File: config.mk
export PLATFORM = sky130hd
export DESIGN_NAME = tty_arbiter
export DESIGN_NICKNAME = d
export VERILOG_FILES = /design/src/rtl/tty_pkg.sv /design/src/rtl/tty_out_stage.sv /design/src/rtl/tty_arbiter.sv
export SDC_FILE = /design/constraint.sdc
export NUM_CORES = 1
export LEC_CHECK = 0
export BUFFER_PORTS_ARGS = -buffer_cell sky130_fd_sc_hd__buf_2
export CAP_MARGIN = 20
export CORE_MARGIN = 8
export CORE_UTILIZATION = 53
export CTS_CLUSTER_SIZE = 14
export DETAILED_ROUTE_END_ITERATION = 7
export PLACE_DENSITY = 0.77
export SYNTH_ARGS = -nofsm -noshare
export SYNTH_HDL_FRONTEND = slang
export SYNTH_HIERARCHICAL = 1
export SYNTH_SLANG_ARGS = --single-unit
File: constraint.sdc
create_clock -name clk -period 2.18 [get_ports clk]
set_clock_uncertainty 0.1 [all_clocks]
set_input_delay 0.436 -clock clk [delete_from_list [all_inputs] [get_ports clk]]
set_output_delay 0.436 -clock clk [all_outputs]
set_load 0.01 [all_outputs]
File: src/rtl/tty_pkg.sv
// Shared constants and types for the VGA text terminal and its write-port arbiter.
package tty_pkg;

  localparam int unsigned TTY_DATA_W       = 8;
  localparam int unsigned TTY_IDLE_TIMEOUT = 1024;
  localparam int unsigned TTY_CNT_W        = 16;

  typedef logic [TTY_DATA_W-1:0] tty_char_t;

  localparam tty_char_t TTY_NEWLINE = 8'h0A;

  typedef struct packed {
    logic      write;
    tty_char_t data;
  } tty_req_t;

  typedef enum logic [1:0] {
    LOCK_FREE = 2'd0,
    LOCK_OWN0 = 2'd1,
    LOCK_OWN1 = 2'd2
  } lock_state_e;

  function automatic logic is_newline(input tty_char_t c);
    return c == TTY_NEWLINE;
  endfunction

endpackage

File: src/rtl/tty_out_stage.sv
// One-character output buffer that paces writes into the terminal.
// The guard cycle covers the lag between a write pulse and the terminal raising busy.
module tty_out_stage
  import tty_pkg::*;
(
  input  logic      clk,
  input  logic      reset,
  input  logic      load_i,
  input  tty_char_t load_data_i,
  output logic      ready_o,
  input  logic      tty_busy_i,
  output logic      tty_write_o,
  output tty_char_t tty_data_o
);

  logic      buf_valid_q, buf_valid_d;
  tty_char_t buf_data_q, buf_data_d;
  logic      guard_q, guard_d;
  logic      pulse;

  assign pulse       = buf_valid_q & ~tty_busy_i & ~guard_q & ~reset;
  assign ready_o     = ~buf_valid_q & ~reset;
  assign tty_write_o = pulse;
  assign tty_data_o  = buf_data_q;

  // A load only happens with the buffer empty, so it never coincides with a pulse.
  always_comb begin
    buf_valid_d = buf_valid_q;
    buf_data_d  = buf_data_q;
    guard_d     = pulse;
    if (pulse) begin
      buf_valid_d = 1'b0;
    end
    if (load_i) begin
      buf_valid_d = 1'b1;
      buf_data_d  = load_data_i;
    end
  end

  always_ff @(posedge clk) begin
    if (reset) begin
      buf_valid_q <= 1'b0;
      buf_data_q  <= '0;
      guard_q     <= 1'b0;
    end else begin
      buf_valid_q <= buf_valid_d;
      buf_data_q  <= buf_data_d;
      guard_q     <= guard_d;
    end
  end

endmodule

File: src/rtl/tty_arbiter.sv
// Two-requester arbiter for the terminal write port with a per-line lock,
// so a line started by one requester is never interleaved with the other.
module tty_arbiter
  import tty_pkg::*;
#(
  parameter int unsigned IDLE_TIMEOUT = TTY_IDLE_TIMEOUT,
  parameter int unsigned CNT_WIDTH    = TTY_CNT_W
) (
  input  logic                  clk,
  input  logic                  reset,
  input  logic                  req0_write,
  input  logic [TTY_DATA_W-1:0] req0_data,
  output logic                  req0_busy,
  input  logic                  req1_write,
  input  logic [TTY_DATA_W-1:0] req1_data,
  output logic                  req1_busy,
  output logic                  tty_write,
  output logic [TTY_DATA_W-1:0] tty_data,
  input  logic                  tty_busy,
  output logic                  lock_active,
  output logic                  lock_owner
);

  localparam logic [CNT_WIDTH-1:0] IDLE_LAST = CNT_WIDTH'(IDLE_TIMEOUT - 1);

  lock_state_e          state_q, state_d;
  logic [CNT_WIDTH-1:0] idle_cnt_q, idle_cnt_d;
  logic                 last_grant_q, last_grant_d;

  tty_req_t  req0, req1;
  logic      ready;
  logic      elig0, elig1;
  logic      grant0, grant1;
  logic      load;
  tty_char_t win_data;

  assign req0 = '{write: req0_write, data: req0_data};
  assign req1 = '{write: req1_write, data: req1_data};

  always_ff @(posedge clk) begin
    if (reset) begin
      state_q      <= LOCK_FREE;
      idle_cnt_q   <= '0;
      last_grant_q <= 1'b1;
    end else begin
      state_q      <= state_d;
      idle_cnt_q   <= idle_cnt_d;
      last_grant_q <= last_grant_d;
    end
  end

  // Arbitration, lock transitions and idle-timeout counting.
  always_comb begin
    elig0        = ready & (state_q != LOCK_OWN1);
    elig1        = ready & (state_q != LOCK_OWN0);
    grant0       = req0.write & elig0 & (~(req1.write & elig1) | last_grant_q);
    grant1       = req1.write & elig1 & (~(req0.write & elig0) | ~last_grant_q);
    load         = grant0 | grant1;
    win_data     = grant1 ? req1.data : req0.data;
    state_d      = state_q;
    idle_cnt_d   = '0;
    last_grant_d = load ? grant1 : last_grant_q;
    case (state_q)
      LOCK_FREE: begin
        if (load && !is_newline(win_data)) begin
          state_d = grant1 ? LOCK_OWN1 : LOCK_OWN0;
        end
      end
      LOCK_OWN0, LOCK_OWN1: begin
        if (load) begin
          if (is_newline(win_data)) begin
            state_d = LOCK_FREE;
          end
        end else if (idle_cnt_q == IDLE_LAST) begin
          state_d = LOCK_FREE;
        end else begin
          idle_cnt_d = idle_cnt_q + CNT_WIDTH'(1);
        end
      end
      default: state_d = LOCK_FREE;
    endcase
  end

  always_comb begin
    req0_busy   = ~elig0 | (req0.write & ~grant0);
    req1_busy   = ~elig1 | (req1.write & ~grant1);
    lock_active = (state_q != LOCK_FREE);
    lock_owner  = (state_q == LOCK_OWN1);
  end

  tty_out_stage u_out (
    .clk         (clk),
    .reset       (reset),
    .load_i      (load),
    .load_data_i (win_data),
    .ready_o     (ready),
    .tty_busy_i  (tty_busy),
    .tty_write_o (tty_write),
    .tty_data_o  (tty_data)
  );

endmodule

==> flow_summary.ini, run 1 <==
[global_route]
antenna_found_initial = 0
grt.total_usage = 0.146
use_met3 = 0.0424
first_global_vias = 1358
top_usage_layer = met2
grt.overflow.total = 0
grt_max_degree = 17
grt_pass1_wl_mm = 6.09
use_met1 = 0.162
grtUsageMet2 = 0.256

[logic_synthesis]
synthArstFlopShare = 0
synth_seq_area_share = 0.377
yosys_warnings = 6
synth_edf_count = 0
ys_ff_latch = 29
syn_area_per_cell_um2 = 9.34
synth_nets = 190
synth_compound_area_frac = 0.0552
synth_cell_types = 36
synthSimpleGateAreaFrac = 0.306
ys.flop_type = dfxtp_1
synthAdderAreaFrac = 0.0325
synthXorXnorAreaFrac = 0.0739
syn_area_um2 = 1540
synthCells = 165
synth_mux_area_frac = 0.110
synth_top_family_by_area = simple AND/OR/NAND/NOR gates

[power]
finalPower_mw = 1.09
p_leak_nw = 0.702
p_switching_uw = 316
comb_power_share = 0.193
seqPwrFrac = 0.521
power.internal_uw = 771
ir_drop_v = 0.000682
powerDensity_nw_per_um2 = 596
swShare = 0.291
pwr-share-clk = 0.285

[clocking]
clk_path_buf_depth = 2
cts_made_buffers = 5
cts_root_buffer = clkbuf_4
path_clk_slew_ns = 0.09
cts_num_sinks = 29
clk_latency_ns = 0.32
h-tree-depth = 2
cts_tree = done
cts_hold_buf = 0

[final_layout]
antenna_cells = 0
design_area_um2 = 1830
area_growth_pct = 18.4
filler_cell_count = 235
nets = 234
final_util = 0.662
layout-drive-gt1-share = 0.352

[worst_setup_path]
worst-r2r-setup-slack_ns = 0.19
worstRegToRegCells = 9
cp-end-kind = output port
worstPathRequired_ns = 1.64
cp-start-kind = flop
r2r_start = state_q[0]
r2r-end = u_out/tty_data_o[1]
crit_type = flop to output port
crit_fanout = 5
crit_arrival_ns = 1.56

[sta]
finalSetupViolations = 0
fin_crit_sh = 0.960
hold_viol_final = 0
slew_headroom = 0.700
fmax_ghz = 0.478
fin_crit_ns = 2.09
slew_viol_final = 0
worst_pin_slew_ns = 0.446
fin_tns_setup_ns = 0

[placement]
dpl_cell_area_um2 = 1750
portBuffers = 33
dp_hpwl_mm = 2.80
gp_congestion = 0.852

[route]
firstDrtPassIters = 4
routedWlPerCell_um = 14.9
dr_total_vias = 1332
wl_mm = 3.58
viasPerCell = 5.53
drt-initial-drc-count = 73
remaining_drc_errors = 0
ant_nets = 0

[run]
cap_viol_max_count = 0

[floorplan]
die_x_um = 69.9
pin_count = 34
start_util = 0.559
rows = 19
core_area_um2 = 2760
die-area_um2 = 4890
dieHeight_um = 69.9

[status]
outcome = finished clean

[hold_path]
holdPathStages = 2
hold_start = tty_busy
hold_class = primary input to flop
hold_end = u_out/guard_q
state kept, by name, indices dropped and copies added (netlist names):
name	cells
idle_cnt_q	16
last_grant_q	1
state_q	2
u_out/buf_valid_q	1
u_out/guard_q	1
u_out/tty_data_o	8
power by group through the flow:
stage / logic [mW] / clock network [mW] / registers, mW
floorplan: 0.134 / 0 / 0.581
global placement: 0.197 / 0 / 0.576
detailed placement: 0.203 / 0 / 0.578
CTS: 0.204 / 0.320 / 0.567
global route: 0.234 / 0.341 / 0.570
finish: 0.210 / 0.310 / 0.567
critical path, stage by stage, from the launching register on:
cell and delay [ns]:
dfxtp_2 0.38, inv_1 0.07, ha_2 0.19, and3b_1 0.28, nor2_2 0.06, nand2_1 0.06
nand3b_1 0.06, buf_2 0.14
timing repair:
| action | in CTS | in global routing |
|---|---|---|
| endpoints found under the setup margin | 1 | 2 |
| resized for setup | 2 | 4 |
| setup buffers | 0 | 2 |
| pin swaps | 0 | 2 |
metal layers:
metal,vias up,part of all wire
met5,-,0
met4,0,0.014
met3,6,0.042
met2,28,0.52
met1,625,0.42
li1,673,-
stage by stage:
stage / hold slack (ns) / cells / setup slack (ns)
after CTS: 0.188 / 239 / 0.00869
after detailed placement: 0.343 / 231 / 0.194
final: 0.205 / 241 / 0.0873
after global placement: 0.324 / 231 / 0.260
after floorplan: 0.315 / 165 / 0.252
after global routing: 0.197 / 241 / -0.0121
worst max-delay path by stage:
stage	cells past startpoint	to	startpoint	slack, ns
after global routing	7	req0_busy	state_q[1]	-0.01
after detailed placement	5	state_q[0]	req1_data[2]	0.19
after global placement	4	idle_cnt_q[6]	idle_cnt_q[10]	0.26
final	7	req0_busy	state_q[0]	0.09
after CTS	7	req0_busy	state_q[0]	0.009
after floorplan	5	state_q[0]	reset	0.25
layout by cell type, fill, tap and decap left out, types with 2 or more instances in the layout:
master / instances
a21oi_1: 3
a22oi_1: 2
and3b_1: 2
buf_2: 33
buf_4: 7
clkbuf_4: 5
clkinv_2: 2
dfxtp_1: 27
ha_1: 2
ha_2: 2
inv_1: 9
mux2_2: 8
mux2i_1: 8
nand2_1: 9
nand3_1: 3
nand3b_1: 4
nand4_1: 5
nor2_1: 18
nor2_2: 11
nor2b_1: 3
nor3_1: 2
nor4_1: 5
nor4b_1: 2
o211ai_1: 2
o21ai_0: 2
o311ai_0: 2
or3_1: 2
or4_1: 4
or4bb_1: 3
xnor2_1: 9
xor2_1: 4
synthesized netlist by cell type (all sizes together), types with 5 or more instances:
cell type  count  share of area
nand2          9          0.022
or4            5          0.027
nor2          29          0.087
nand4          6          0.028
mux2           8          0.058
inv            9          0.022
xnor2          9          0.051
mux2i          8          0.052
dfxtp         29           0.38
nor4           5          0.020
logic make-up after synthesis:
kind of cell,after synthesis
and+or+nand+nor,78
DFF,29
muxes,16
AOI/OAI and AO/OA,13
xor gates and xnor gates,13
buffers and inverters,12
adders and majority gates,4
area by class of cell:
class                      count  area [µm²]  share of cell area
inverter                       9        33.8              0.0185
clock inverter                 2        10.0             0.00548
tap                           31        38.8              0.0212
timing repair buffer          40         218               0.119
multi-input combinational    124         898               0.492
sequential                    29         586               0.321
clock buffer                   6        41.3              0.0226
(Power assumes the default switching activity.)
==> run 2, diff against run 1 <==
CORE_ASPECT_RATIO = 1.25   (was not set)
CTS_CLUSTER_DIAMETER = 30   (was not set)
CTS_CLUSTER_SIZE = not set   (was 14)
==> flow_summary.ini, run 2 (synthesis gave the netlist of run 1 again) <==
[status]
outcome = finished clean

[sta]
fmax_ghz = 0.472
slew_viol_final = 0
slew_headroom = 0.697
fin_tns_setup_ns = 0
fin_crit_sh = 0.973
worst_pin_slew_ns = 0.454
hold_slack_ns = 0.199
hold_viol_final = 0
fin_crit_ns = 2.12
finalSetupViolations = 0

[global_route]
antenna_found_initial = 0
grt_pass1_wl_mm = 6.18
grt.overflow.total = 0
use_met1 = 0.145
top_usage_layer = met2
use_met3 = 0.0426
grtUsageMet2 = 0.295
grt.total_usage = 0.153
grt_max_degree = 17
first_global_vias = 1414

[worst_setup_path]
crit_arrival_ns = 1.58
crit_type = flop to output port
worstRegToRegCells = 9
worst-r2r-setup-slack_ns = 0.17
crit_slowest_cell = dfxtp_4
cp_cell_sequence = inv_1 > ha_2 > nand3b_1 > nor2_2 > nand2_1 > nand3b_1 > buf_2
worst_path_most_repeated_cell = nand3b_1
max_stage_delay_ns = 0.38
crit_fanout = 4
cp-start-kind = flop
worstPathRequired_ns = 1.64
crit_buf_inv = 2
cp-end-kind = output port
r2r_start = state_q[1]
r2r-end = u_out/tty_data_o[3]
cp_top_family = simple AND/OR/NAND/NOR gates

[placement]
dpl_cell_area_um2 = 1750
gp_congestion = 0.829
dp_hpwl_mm = 2.90
portBuffers = 33

[clocking]
path_clk_slew_ns = 0.09
cts_made_buffers = 5
cts_num_sinks = 29
h-tree-depth = 2
clk_path_buf_depth = 2
cts_tree = done
clk_latency_ns = 0.32
cts_root_buffer = clkbuf_4

[floorplan]
die_x_um = 64.2
pin_count = 34
start_util = 0.538
dieHeight_um = 76.3
die-area_um2 = 4900
core_area_um2 = 2860
rows = 22

[route]
dr_total_vias = 1378
viasPerCell = 5.60
firstDrtPassIters = 4
ant_nets = 0
drt-initial-drc-count = 78
routedWlPerCell_um = 14.9
wl_mm = 3.67
remaining_drc_errors = 0

[hold_path]
hold_end = u_out/guard_q
hold_class = primary input to flop
hold_start = tty_busy
holdPathStages = 2

[final_layout]
design_area_um2 = 1850
antenna_cells = 0
final_cell_mix = buf_2, dfxtp_1, nor2_1
top_register = idle_cnt_q
filler_cell_count = 245
largest_reg_flops = 16
nets = 235
layout-drive-gt1-share = 0.362
final_common_cell = buf_2
area_growth_pct = 20.3

[power]
ir_drop_v = 0.000395
seqPwrFrac = 0.511
swShare = 0.278
pwr-share-clk = 0.293
comb_power_share = 0.196
p_leak_nw = 0.708
powerDensity_nw_per_um2 = 599
p_switching_uw = 308
power.internal_uw = 802
finalPower_mw = 1.11

[run]
cap_viol_max_count = 0
==> run 2: layout make-up <==
cell class / count / area, µm² / area share
repair buffers: 41 / 225 / 0.121
flip-flops and latches: 29 / 586 / 0.316
multi-input cells: 124 / 910 / 0.491
inverters: 9 / 33.8 / 0.0182
well taps: 36 / 45.0 / 0.0243
clock buffers: 7 / 55.1 / 0.0297
==> run 2: per-stage QoR <==
step / utilization / std cells / setup slack, ns
CTS: 0.633 / 243 / 0.00291
detailed placement: 0.612 / 236 / 0.178
global route: 0.648 / 246 / -0.0341
global placement: 0.612 / 236 / 0.273
floorplan: - / 165 / 0.252
finish: 0.648 / 246 / 0.0594
==> run 2: per-layer routing <==
layer,vias up,routed length (µm)
li1,682,-
met1,653,1380
met2,38,2050
met3,5,192
met4,0,47
met5,-,0
==> run 2: worst max-delay path by stage <==
stage | from | to | slack (ns) | depth (start not counted)
2_1_floorplan | reset | state_q[0] | 0.25 | 5
3_3_place_gp | state_q[0] | state_q[1] | 0.27 | 6
3_5_place_dp | state_q[1] | u_out/tty_data_o[3] | 0.18 | 7
4_1_cts | state_q[0] | req0_busy | 0.003 | 7
5_1_grt | state_q[1] | req0_busy | -0.03 | 7
6_report | state_q[1] | req0_busy | 0.06 | 7
==> run 2: power groups by stage <==
stage / registers (mW) / clock network (mW) / logic, mW
finish: 0.568 / 0.325 / 0.217
global route: 0.571 / 0.350 / 0.239
CTS: 0.567 / 0.335 / 0.207
detailed placement: 0.579 / 0 / 0.206
global placement: 0.577 / 0 / 0.197
floorplan: 0.581 / 0 / 0.134
==> run 2: what timing repair did <==
item / in CTS / in global routing
setup endpoints to repair: 1 / 1
hold buffers: 0 / 0
buffers inserted: 0 / 3
hold endpoints to repair: 0 / 0
gates resized for setup: 3 / 6
pin swaps: 0 / 1
==> run 2: worst reg2reg max path: stages, from the launching register on <==
cell and delay, ns:
dfxtp_4 0.38, inv_1 0.06, ha_2 0.18, nand3b_1 0.21, nor2_2 0.16, buf_4 0.12, buf_4 0.12, mux2_2 0.33
mux2i_1 0.17, nor2_1 0.07
==> run 3, diff against run 2 <==
CORE_UTILIZATION = 56   (was 53)
CTS_BUF_LIST = sky130_fd_sc_hd__clkbuf_8   (was not set)
PLACE_DENSITY = 0.81   (was 0.77)
==> flow_summary.ini, run 3 (synthesis gave the netlist of run 1 again) <==
[global_route]
grt_max_degree = 17
grt.overflow.total = 0
grt_pass1_wl_mm = 6.02
first_global_vias = 1410
grt.total_usage = 0.159
antenna_found_initial = 0

[floorplan]
die_x_um = 62.9
start_util = 0.581
rows = 21
dieHeight_um = 74.7
core_area_um2 = 2650
pin_count = 34
die-area_um2 = 4700

[worst_setup_path]
cp_top_family = simple AND/OR/NAND/NOR gates
crit_type = flop to output port
crit_slowest_cell = dfxtp_2
worstPathRequired_ns = 1.64
max_stage_delay_ns = 0.34
cp-end-kind = output port
cp_cell_sequence = inv_1 > ha_2 > and3b_1 > nor2_2 > nand2_1 > nand3b_1 > buf_2
crit_fanout = 5
crit_buf_inv = 2
crit_arrival_ns = 1.55
cp-start-kind = flop

[final_layout]
design_area_um2 = 1840
seq_area_um2 = 583
layout-drive-gt1-share = 0.346
top_register = idle_cnt_q
filler_cell_count = 209
largest_reg_flops = 16
antenna_cells = 0
final_cell_mix = buf_2, dfxtp_1, nor2_1
nets = 232
final_common_cell = buf_2
multi_input_area_um2 = 896
area_growth_pct = 19.6
fin_cells = 242

[sta]
fin_crit_sh = 0.958
fin_tns_setup_ns = 0
worst_pin_slew_ns = 0.472
hold_viol_final = 0
slew_viol_final = 0
finalSetupViolations = 0
slew_headroom = 0.682
fmax_ghz = 0.479
rsz0062_at_grt = false
fin_crit_ns = 2.09
setup_slack_ns = 0.0913

[hold_path]
hold_class = primary input to flop

[placement]
dpl_cell_area_um2 = 1750
portBuffers = 33
dp_hpwl_mm = 2.86
place_inst = 234
gp_congestion = 0.882
place_ws_ns = 0.206

[clocking]
cts_num_sinks = 29
cts_root_buffer = clkbuf_8
h-tree-depth = 2
cts_tree = done
cts_setup_buffers = 0
clk_latency_ns = 0.29
cts_resized = 0
path_clk_slew_ns = 0.07
clk_path_buf_depth = 2
cts_made_buffers = 5
cts_hold_buf = 0

[power]
powerDensity_nw_per_um2 = 654
ir_drop_v = 0.000631
p_leak_nw = 0.705

[run]
cap_viol_max_count = 0

[route]
firstDrtPassIters = 4
wl_mm = 3.64
ant_nets = 0
remaining_drc_errors = 0
routedWlPerCell_um = 15.0
dr_total_vias = 1363
viasPerCell = 5.63
drt-initial-drc-count = 65

[status]
outcome = finished clean
[run 3: through the flow]
stage / utilization / hold WS (ns) / power (mW)
finish: 0.695 / 0.247 / 1.21
global route: 0.695 / 0.265 / 1.26
CTS: 0.692 / 0.246 / 1.21
detailed placement: 0.660 / 0.366 / 0.784
global placement: 0.660 / 0.327 / 0.772
floorplan: - / 0.315 / 0.715
[run 3: report_power, final]
part	switching [mW]	internal, mW	leakage, nW
Clock	0.210	0.219	0.0439
Sequential	0.0154	0.552	0.236
Combinational	0.115	0.0940	0.425
Total	0.340	0.865	0.705
[run 3: cell type report]
type / count / share of cell area
clock buffers: 5 / 0.0373
flip-flops and latches: 29 / 0.316
multi-input cells: 124 / 0.486
clock inverters: 3 / 0.00950
well taps: 34 / 0.0231
repair buffers: 38 / 0.110
inverters: 9 / 0.0183
[run 3: routing by layer]
metal / wire length [µm] / global-route usage / share of wire
met5: 0 / 0 / 0
met4: 93 / 0.0838 / 0.026
met3: 186 / 0.0640 / 0.051
met2: 2030 / 0.302 / 0.56
met1: 1340 / 0.143 / 0.37
[run 3: final timing paths]
kind	slack, ns	startpoint	end	cells after the start
setup reg to reg	0.23	idle_cnt_q[10]	idle_cnt_q[6]	4
hold / removal	0.25	tty_busy	u_out/guard_q	2
hold reg to reg	0.38	u_out/guard_q	u_out/guard_q	1
setup / recovery	0.09	state_q[0]	req0_busy	7
[run 3: worst reg2reg max path, stage by stage (launching register included)]
cell	delay, ns
dfxtp_1	0.36
or4_1	0.51
or4_4	0.52
nand3_4	0.24
nor2_1	0.10
